===== config.mk =====
export PLATFORM = sky130hd
export DESIGN_NAME = fpu_pipe_reg
export DESIGN_NICKNAME = d
export VERILOG_FILES = /design/src/rtl/fpu_pipe_pkg.sv /design/src/rtl/fpu_skid_stage.sv /design/src/rtl/fpu_pipe_reg.sv
export SDC_FILE = /design/constraint.sdc
export NUM_CORES = 1
export LEC_CHECK = 0
export ABC_AREA = 1
export ABC_CLOCK_PERIOD_IN_PS = 11750
export BUFFER_PORTS_ARGS = -buffer_cell sky130_fd_sc_hd__buf_2
export CAP_MARGIN = 20
export CORE_ASPECT_RATIO = 1.4
export CORE_UTILIZATION = 55
export DETAILED_ROUTE_END_ITERATION = 10
export GPL_ROUTABILITY_DRIVEN = 0
export HOLD_SLACK_MARGIN = 0.1
export PLACE_DENSITY = 0.76
export SLEW_MARGIN = 30
export SYNTH_ARGS = -nofsm -noshare
export SYNTH_HDL_FRONTEND = slang
export SYNTH_SLANG_ARGS = --single-unit

===== constraint.sdc =====
create_clock -name clk -period 11.75 [get_ports clk]
set_clock_uncertainty 0.05 [all_clocks]
set_input_delay 1.175 -clock clk [delete_from_list [all_inputs] [get_ports clk]]
set_output_delay 1.175 -clock clk [all_outputs]
set_load 0.1 [all_outputs]

===== src/rtl/fpu_pipe_pkg.sv =====
// Shared types and helpers for the FPU elastic pipeline register.
package fpu_pipe_pkg;

    typedef enum logic [1:0] {
        EMPTY = 2'd0,
        ONE   = 2'd1,
        FULL  = 2'd2
    } stage_state_t;

    function automatic int occ_width(input int stages);
        return $clog2(2 * stages + 1);
    endfunction

endpackage


===== src/rtl/fpu_skid_stage.sv =====
// One elastic stage: a main register feeding downstream plus a skid entry,
// so up_ready depends only on registered state.
module fpu_skid_stage
    import fpu_pipe_pkg::*;
#(
    parameter int               WIDTH     = 32,
    parameter logic [WIDTH-1:0] RESET_VAL = '0
) (
    input  logic             clk,
    input  logic             reset,
    input  logic             flush,
    input  logic             up_valid,
    output logic             up_ready,
    input  logic [WIDTH-1:0] up_data,
    output logic             down_valid,
    input  logic             down_ready,
    output logic [WIDTH-1:0] down_data,
    output logic             push,
    output logic             pop
);

    stage_state_t     state_r, state_nxt_s;
    logic [WIDTH-1:0] main_r, main_nxt_s;
    logic [WIDTH-1:0] skid_r, skid_nxt_s;

    assign up_ready   = (state_r != FULL);
    assign down_valid = (state_r != EMPTY);
    assign down_data  = main_r;
    assign push       = up_valid & up_ready;
    assign pop        = down_valid & down_ready;

    // Next-state and data-register selection; flush empties without touching data.
    always_comb begin
        state_nxt_s = state_r;
        main_nxt_s  = main_r;
        skid_nxt_s  = skid_r;
        if (flush) begin
            state_nxt_s = EMPTY;
        end else begin
            case (state_r)
                EMPTY: begin
                    if (push) begin
                        state_nxt_s = ONE;
                        main_nxt_s  = up_data;
                    end else begin
                        state_nxt_s = EMPTY;
                    end
                end
                ONE: begin
                    if (push && !pop) begin
                        state_nxt_s = FULL;
                        skid_nxt_s  = up_data;
                    end else if (!push && pop) begin
                        state_nxt_s = EMPTY;
                    end else if (push && pop) begin
                        state_nxt_s = ONE;
                        main_nxt_s  = up_data;
                    end else begin
                        state_nxt_s = ONE;
                    end
                end
                FULL: begin
                    if (pop) begin
                        state_nxt_s = ONE;
                        main_nxt_s  = skid_r;
                    end else begin
                        state_nxt_s = FULL;
                    end
                end
                default: begin
                    state_nxt_s = EMPTY;
                end
            endcase
        end
    end

    // State and data registers.
    always_ff @(posedge clk or posedge reset) begin
        if (reset) begin
            state_r <= EMPTY;
            main_r  <= RESET_VAL;
            skid_r  <= RESET_VAL;
        end else begin
            state_r <= state_nxt_s;
            main_r  <= main_nxt_s;
            skid_r  <= skid_nxt_s;
        end
    end

endmodule


===== src/rtl/fpu_pipe_reg.sv =====
// Chain of STAGES elastic stages with flush and a registered occupancy count.
module fpu_pipe_reg
    import fpu_pipe_pkg::*;
#(
    parameter int               WIDTH     = 32,
    parameter int               STAGES    = 2,
    parameter logic [WIDTH-1:0] RESET_VAL = '0
) (
    input  logic                           clk,
    input  logic                           reset,
    input  logic                           flush,
    input  logic                           in_valid,
    output logic                           in_ready,
    input  logic [WIDTH-1:0]               in_data,
    output logic                           out_valid,
    input  logic                           out_ready,
    output logic [WIDTH-1:0]               out_data,
    output logic [occ_width(STAGES)-1:0]   occupancy
);

    localparam int OCC_W = occ_width(STAGES);

    logic             vld_s  [STAGES+1];
    logic             rdy_s  [STAGES+1];
    logic [WIDTH-1:0] dat_s  [STAGES+1];
    logic             push_s [STAGES];
    logic             pop_s  [STAGES];

    logic [OCC_W-1:0] occ_r, occ_nxt_s, push_cnt_s, pop_cnt_s;

    assign vld_s[0]      = in_valid & ~flush;
    assign dat_s[0]      = in_data;
    assign rdy_s[STAGES] = out_ready;

    assign in_ready  = rdy_s[0] & ~flush;
    assign out_valid = vld_s[STAGES];
    assign out_data  = dat_s[STAGES];
    assign occupancy = occ_r;

    for (genvar k = 0; k < STAGES; k++) begin : g_stage
        fpu_skid_stage #(
            .WIDTH     (WIDTH),
            .RESET_VAL (RESET_VAL)
        ) u_stage (
            .clk        (clk),
            .reset      (reset),
            .flush      (flush),
            .up_valid   (vld_s[k]),
            .up_ready   (rdy_s[k]),
            .up_data    (dat_s[k]),
            .down_valid (vld_s[k+1]),
            .down_ready (rdy_s[k+1]),
            .down_data  (dat_s[k+1]),
            .push       (push_s[k]),
            .pop        (pop_s[k])
        );
    end

    // Net word count change; internal hand-offs appear once as a push and once as a pop and cancel.
    always_comb begin
        push_cnt_s = '0;
        pop_cnt_s  = '0;
        occ_nxt_s  = occ_r;
        for (int k = 0; k < STAGES; k++) begin
            push_cnt_s = push_cnt_s + {{(OCC_W-1){1'b0}}, push_s[k]};
            pop_cnt_s  = pop_cnt_s  + {{(OCC_W-1){1'b0}}, pop_s[k]};
        end
        if (flush) begin
            occ_nxt_s = '0;
        end else begin
            occ_nxt_s = occ_r + push_cnt_s - pop_cnt_s;
        end
    end

    // Occupancy register.
    always_ff @(posedge clk or posedge reset) begin
        if (reset) begin
            occ_r <= '0;
        end else begin
            occ_r <= occ_nxt_s;
        end
    end

endmodule


* Word-level counts from Yosys, hierarchy flattened
Cells that the tools add are included.
W data, S select, Z words.
** Cells by class
- Add/subtract/negate cells :: 4
- Multiply operators :: 0
- Divide/modulo/power cells :: 0
- Magnitude comparators :: 0
- Equality and inequality tests :: 16
- Shift-type cells :: 0
- Mux-type cells :: 25
- Bitwise gates (word level) :: 6
- Reductions and logical operators :: 19
** Operators by type and width (number)
- $mux W32 :: 10
- $pmux W32 S3 :: 2
- $ne A2 B2 Y1 const B :: 7
- $reduce_and A7 Y1 :: 2
- $mux W2 :: 6
- $pmux W2 S3 :: 2
- $ne A2 B1 Y1 const B :: 5
- $logic_and A1 B1 Y1 :: 6
- $reduce_and A3 Y1 :: 2
- $reduce_bool A3 Y1 :: 2
- $and A1 B1 Y1 :: 5
- $add A1 B1 Y2 :: 2
- $eq A2 B1 Y1 const B :: 2
- $eq A2 B2 Y1 const B :: 2
- $logic_not A2 Y1 :: 2
- $mux W1 :: 4
- $reduce_bool A2 Y1 :: 2
- $add A3 B2 Y3 :: 1
- $logic_not A1 Y1 :: 3
- $mux W3 :: 1
- $sub A3 B2 Y3 :: 1
- $not A1 Y1 :: 1
** Word-level totals
- Bits in registers :: 135
- Latch bits :: 0
- Memory bits (writable) :: 0
- ROM bits :: 0
- Input bits :: 37
- Output and inout port bits :: 37
- Logic and storage cells :: 77
- Memories :: 0

* Longest topological paths before layout
- Depth in word-level cells :: 9
- Depth in mapped cells :: 10
- Depth with buffers taken out :: 10

* Hierarchy
From an unflattened synthesis, not the netlist that was laid out.
** Second synthesis, totals
- Cell total of the unflattened synthesis :: 846
- Area, all modules :: 6377.4 um2
** Modules (own cells, without submodules)
- fpu_skid_stage :: times used 2, cells each 408, area each 3070.4 um2, seq. area each 1651.6 um2
- fpu_pipe_reg :: times used 1, cells each 30, area each 236.5 um2, seq. area each 75.1 um2

* Least setup slack after synthesis
Ideal clock, no wire load.
- Kind :: input to output
- Start point :: input flush
- End point :: output in_ready
- Data arrival time :: 2.595 ns
- Data required time :: 10.525 ns
- Setup slack :: 7.930 ns
- Cell stages on the path :: 2
- Path buffers :: 1
- Cell sequence :: buf_4 nor2_1
** Between the ends
- Cells in the longest elaborated chain, start to end :: 2
** RTL lines
- from (decl) :: RTL line fpu_pipe_reg.sv:11 : input logic flush,
- $not A1 Y1 (no source line)
- $and A1 B1 Y1 :: RTL line fpu_pipe_reg.sv:35 : assign in_ready = rdy_s[0] & ~flush;
- to (decl) :: RTL line fpu_pipe_reg.sv:13 : output logic in_ready,
No other way between the ends.

* Worst setup path in the final report
Ends and elaborated chain as after synthesis.

==> impl_metrics.csv <==
group,metric,value,unit
run_status,status,"complete, no violations",
global_route,grt_pass1_vias,4508,
yosys,mappedNetlistNets,833,
yosys,yosysSeqAreaShare,0.522,
setup_path,path_cells,"buf_2, nor2_1, buf_2",
placed_design,dpl-instance-area,6510,µm²
yosys,synth_cell_types,27,
setup_path,cp.arrival,1.87,ns
clock_network,ctsHoldBuffers,0,
job,cap_viol_max_count,0,
setup_path,r2r_slack,8.73,ns
floorplan,ioPinCount,74,
clock_network,postCtsSetupBuffers,0,
cells_and_area,fill_cells,989,
route,wl_per_cell,12.1,µm
clock_network,clkSlewWorstSetupHoldPaths,0.06,ns
global_route,grt_max_degree,80,
timing,tns,0,ns
floorplan,core_area,11400,µm²
cells_and_area,multi_input_area,2260,µm²
timing,tightestPinTransition,0.829,ns
setup_path,slowest_delay,0.43,ns
floorplan,initial_core_util,0.568,
timing,slew_viol_final,0,
global_route,grt_pass1_wl,20300,µm
cells_and_area,area_growth,9.87,%
clock_network,htreeDepth,4,
route,drt_iter0_drc,287,
setup_path,crit_fanout,8,
setup_path,cp_num_buf_inv,2,
clock_network,cts_tree,"built",
setup_path,cp-start-kind,"input port",
setup_path,crit_family,"buffers and inverters",
worst_hold_path,hold_depth,2,
global_route,grt-ovfl-total,0,
route,drtAntennaViolNets,0,
global_route,antenna_found_initial,0,
cells_and_area,final_util,0.625,
setup_path,worstRegToRegCells,9,
cells_and_area,final_cell_mix,"nand2_1 (243), dfrtp_1 (135), o21ai_0 (102)",
timing,fmax,323,MHz
floorplan,die_x,93.7,µm
timing,fin_ws,8.66,ns
timing,grt_setup_unrepaired,"no",
yosys,syn-mean-instance-area,8.16,µm²
placed_design,dpl.hpwl,7950,µm
cells_and_area,final_common_cell,"nand2_1",
timing,slew_headroom,0.446,
timing,finalHoldViolCount,0,
cells_and_area,finalNonFillerCells,969,
clock_network,clk_path_buf_depth,2,
worst_hold_path,hold_path_class,"reg -> reg",
route,vias,4852,
cells_and_area,fin_nets,851,
global_route,grt_use_total,0.213,
pwr,power_density,199,nW/µm²
yosys,synth_seq_cells,135,
placed_design,dp.cells,937,
timing,finalCritPeriodShare,0.263,
yosys,syn_area,6480,µm²
route,drtPass1Iterations,5,
cells_and_area,regArea,3380,µm²
clock_network,cts_resized,0,
setup_path,crit_path_frequent_cell,"buf_2",
route,drc,0,
setup_path,cp.required,10.53,ns
setup_path,critPathKind,"in -> out",
clock_network,cts_root_buf,"clkbuf_16",
floorplan,rows,46,
floorplan,fp.dieH,130,µm
clock_network,clk_latency,0.41,ns
placed_design,port_buffers,73,
pwr,ir_worst_vdd,0.115,mV
yosys,yosysWarnings,0,
setup_path,r2r-end,"g_stage[0].u_stage.down_data[25]",
cells_and_area,antenna_cells,0,
clock_network,cts_made_buffers,17,
worst_hold_path,min_from,"g_stage[1].u_stage.down_data[23]",
clock_network,cts.sinks,135,
setup_path,critPathCaptureType,"output port",
placed_design,pre_cts_ws,8.26,ns
pwr,power.leakage,3.77,nW
yosys,syn_inst,794,
timing,final-setup-viol-count,0,
route,vias_per_cell,5.01,
setup_path,reg2reg_from,"g_stage[1].u_stage.state_r[1]",
cells_and_area,drive_gt1_frac,0.156,
route,wirelength,11700,µm
worst_hold_path,whs_endpoint,"g_stage[1].u_stage.down_data[23]",
cells_and_area,design_area,7120,µm²
setup_path,slowest_stage,"buf_2",
timing,fin_crit,3.09,ns
floorplan,die-area,12200,µm²
-- worst max-delay path by stage --
stage,startpoint,to,slack (ns),cells after the start
CTS,flush,in_ready,8.65,3
floorplan,reset,g_stage[0].u_stage.down_data[0],6.91,1
detailed placement,in_valid,g_stage[0].u_stage.down_data[25],8.26,9
global placement,in_valid,g_stage[0].u_stage.down_data[3],8.36,9
finish,flush,in_ready,8.66,3
global route,g_stage[1].u_stage.state_r[1],g_stage[0].u_stage.down_data[31],8.32,9
-- power by group --
part	switching [mW]	internal (mW)	total, mW
clock	0.200	0.334	0.534
combinational	0.283	0.0549	0.338
sequential	0.0269	0.517	0.544
-- cells in the mapped netlist --
library cell	number	area (µm²)
nand2_2	4	25.0
clkbuf_1	10	37.5
a21o_1	1	7.51
nor2_2	4	25.0
o211ai_1	1	7.51
o21ai_1	33	165
xnor2_1	2	17.5
dfrtp_1	135	3380
nand2_1	243	912
a21oi_2	1	8.76
a21oi_1	30	150
o21ai_0	102	510
buf_4	36	270
ha_1	2	25.0
nor2_4	4	45.0
buf_2	16	80.1
nor3b_1	1	7.51
clkbuf_2	3	15.0
nand3_4	1	17.5
inv_2	4	15.0
nand4_1	1	6.26
nand3_1	33	165
a21oi_4	1	16.3
buf_6	12	135
nand3_2	1	10.0
inv_1	76	285
nor2_1	37	139
-- area by class of cell --
| cell class | instances | share of cell area |
|---|---|---|
| clock buffers | 17 | 0.0598 |
| inverters | 80 | 0.0425 |
| repair buffers | 76 | 0.0550 |
| flip-flops and latches | 135 | 0.475 |
| multi-input cells | 502 | 0.318 |
| clock inverters | 15 | 0.0250 |
| well taps | 144 | 0.0253 |
-- sequential cells by signal, summed over array words and instances, names as in the netlist --
register and count:
g_stage.u_stage.down_data 64, g_stage.u_stage.skid_r 64, g_stage.u_stage.state_r 4, occupancy 3
-- worst min-delay path, cell delays in order (launching register included) --
cell     delay, ns
dfrtp_1       0.34
nand2_1       0.05
nand2_1       0.04
-- routing by layer --
metal  wire length (µm)  vias up  GRT usage
li1                   -     2507          -
met1               5570     2234      0.284
met2               5510      100      0.340
met3                490       11     0.0521
met4                143        0     0.0760
met5                  0        -          0
-- stage by stage --
step | total power [mW] | hold slack (ns)
final | 1.42 | 0.415
after global placement | 0.885 | 0.404
after floorplan | 0.872 | 0.393
after detailed placement | 0.891 | 0.404
after CTS | 1.43 | 0.419
after global routing | 1.47 | 0.434
-- logic make-up after synthesis --
| group | count (synthesis) | share of synthesized area |
|---|---|---|
| and+or+nand+nor | 329 | 0.209 |
| AOI/OAI and AO/OA | 169 | 0.134 |
| DFF | 135 | 0.522 |
| buffers and inverters | 157 | 0.129 |
| xor gates and xnor gates | 2 | 0.00270 |
| adders and majority gates | 2 | 0.00386 |
(Power assumes the default switching activity.)
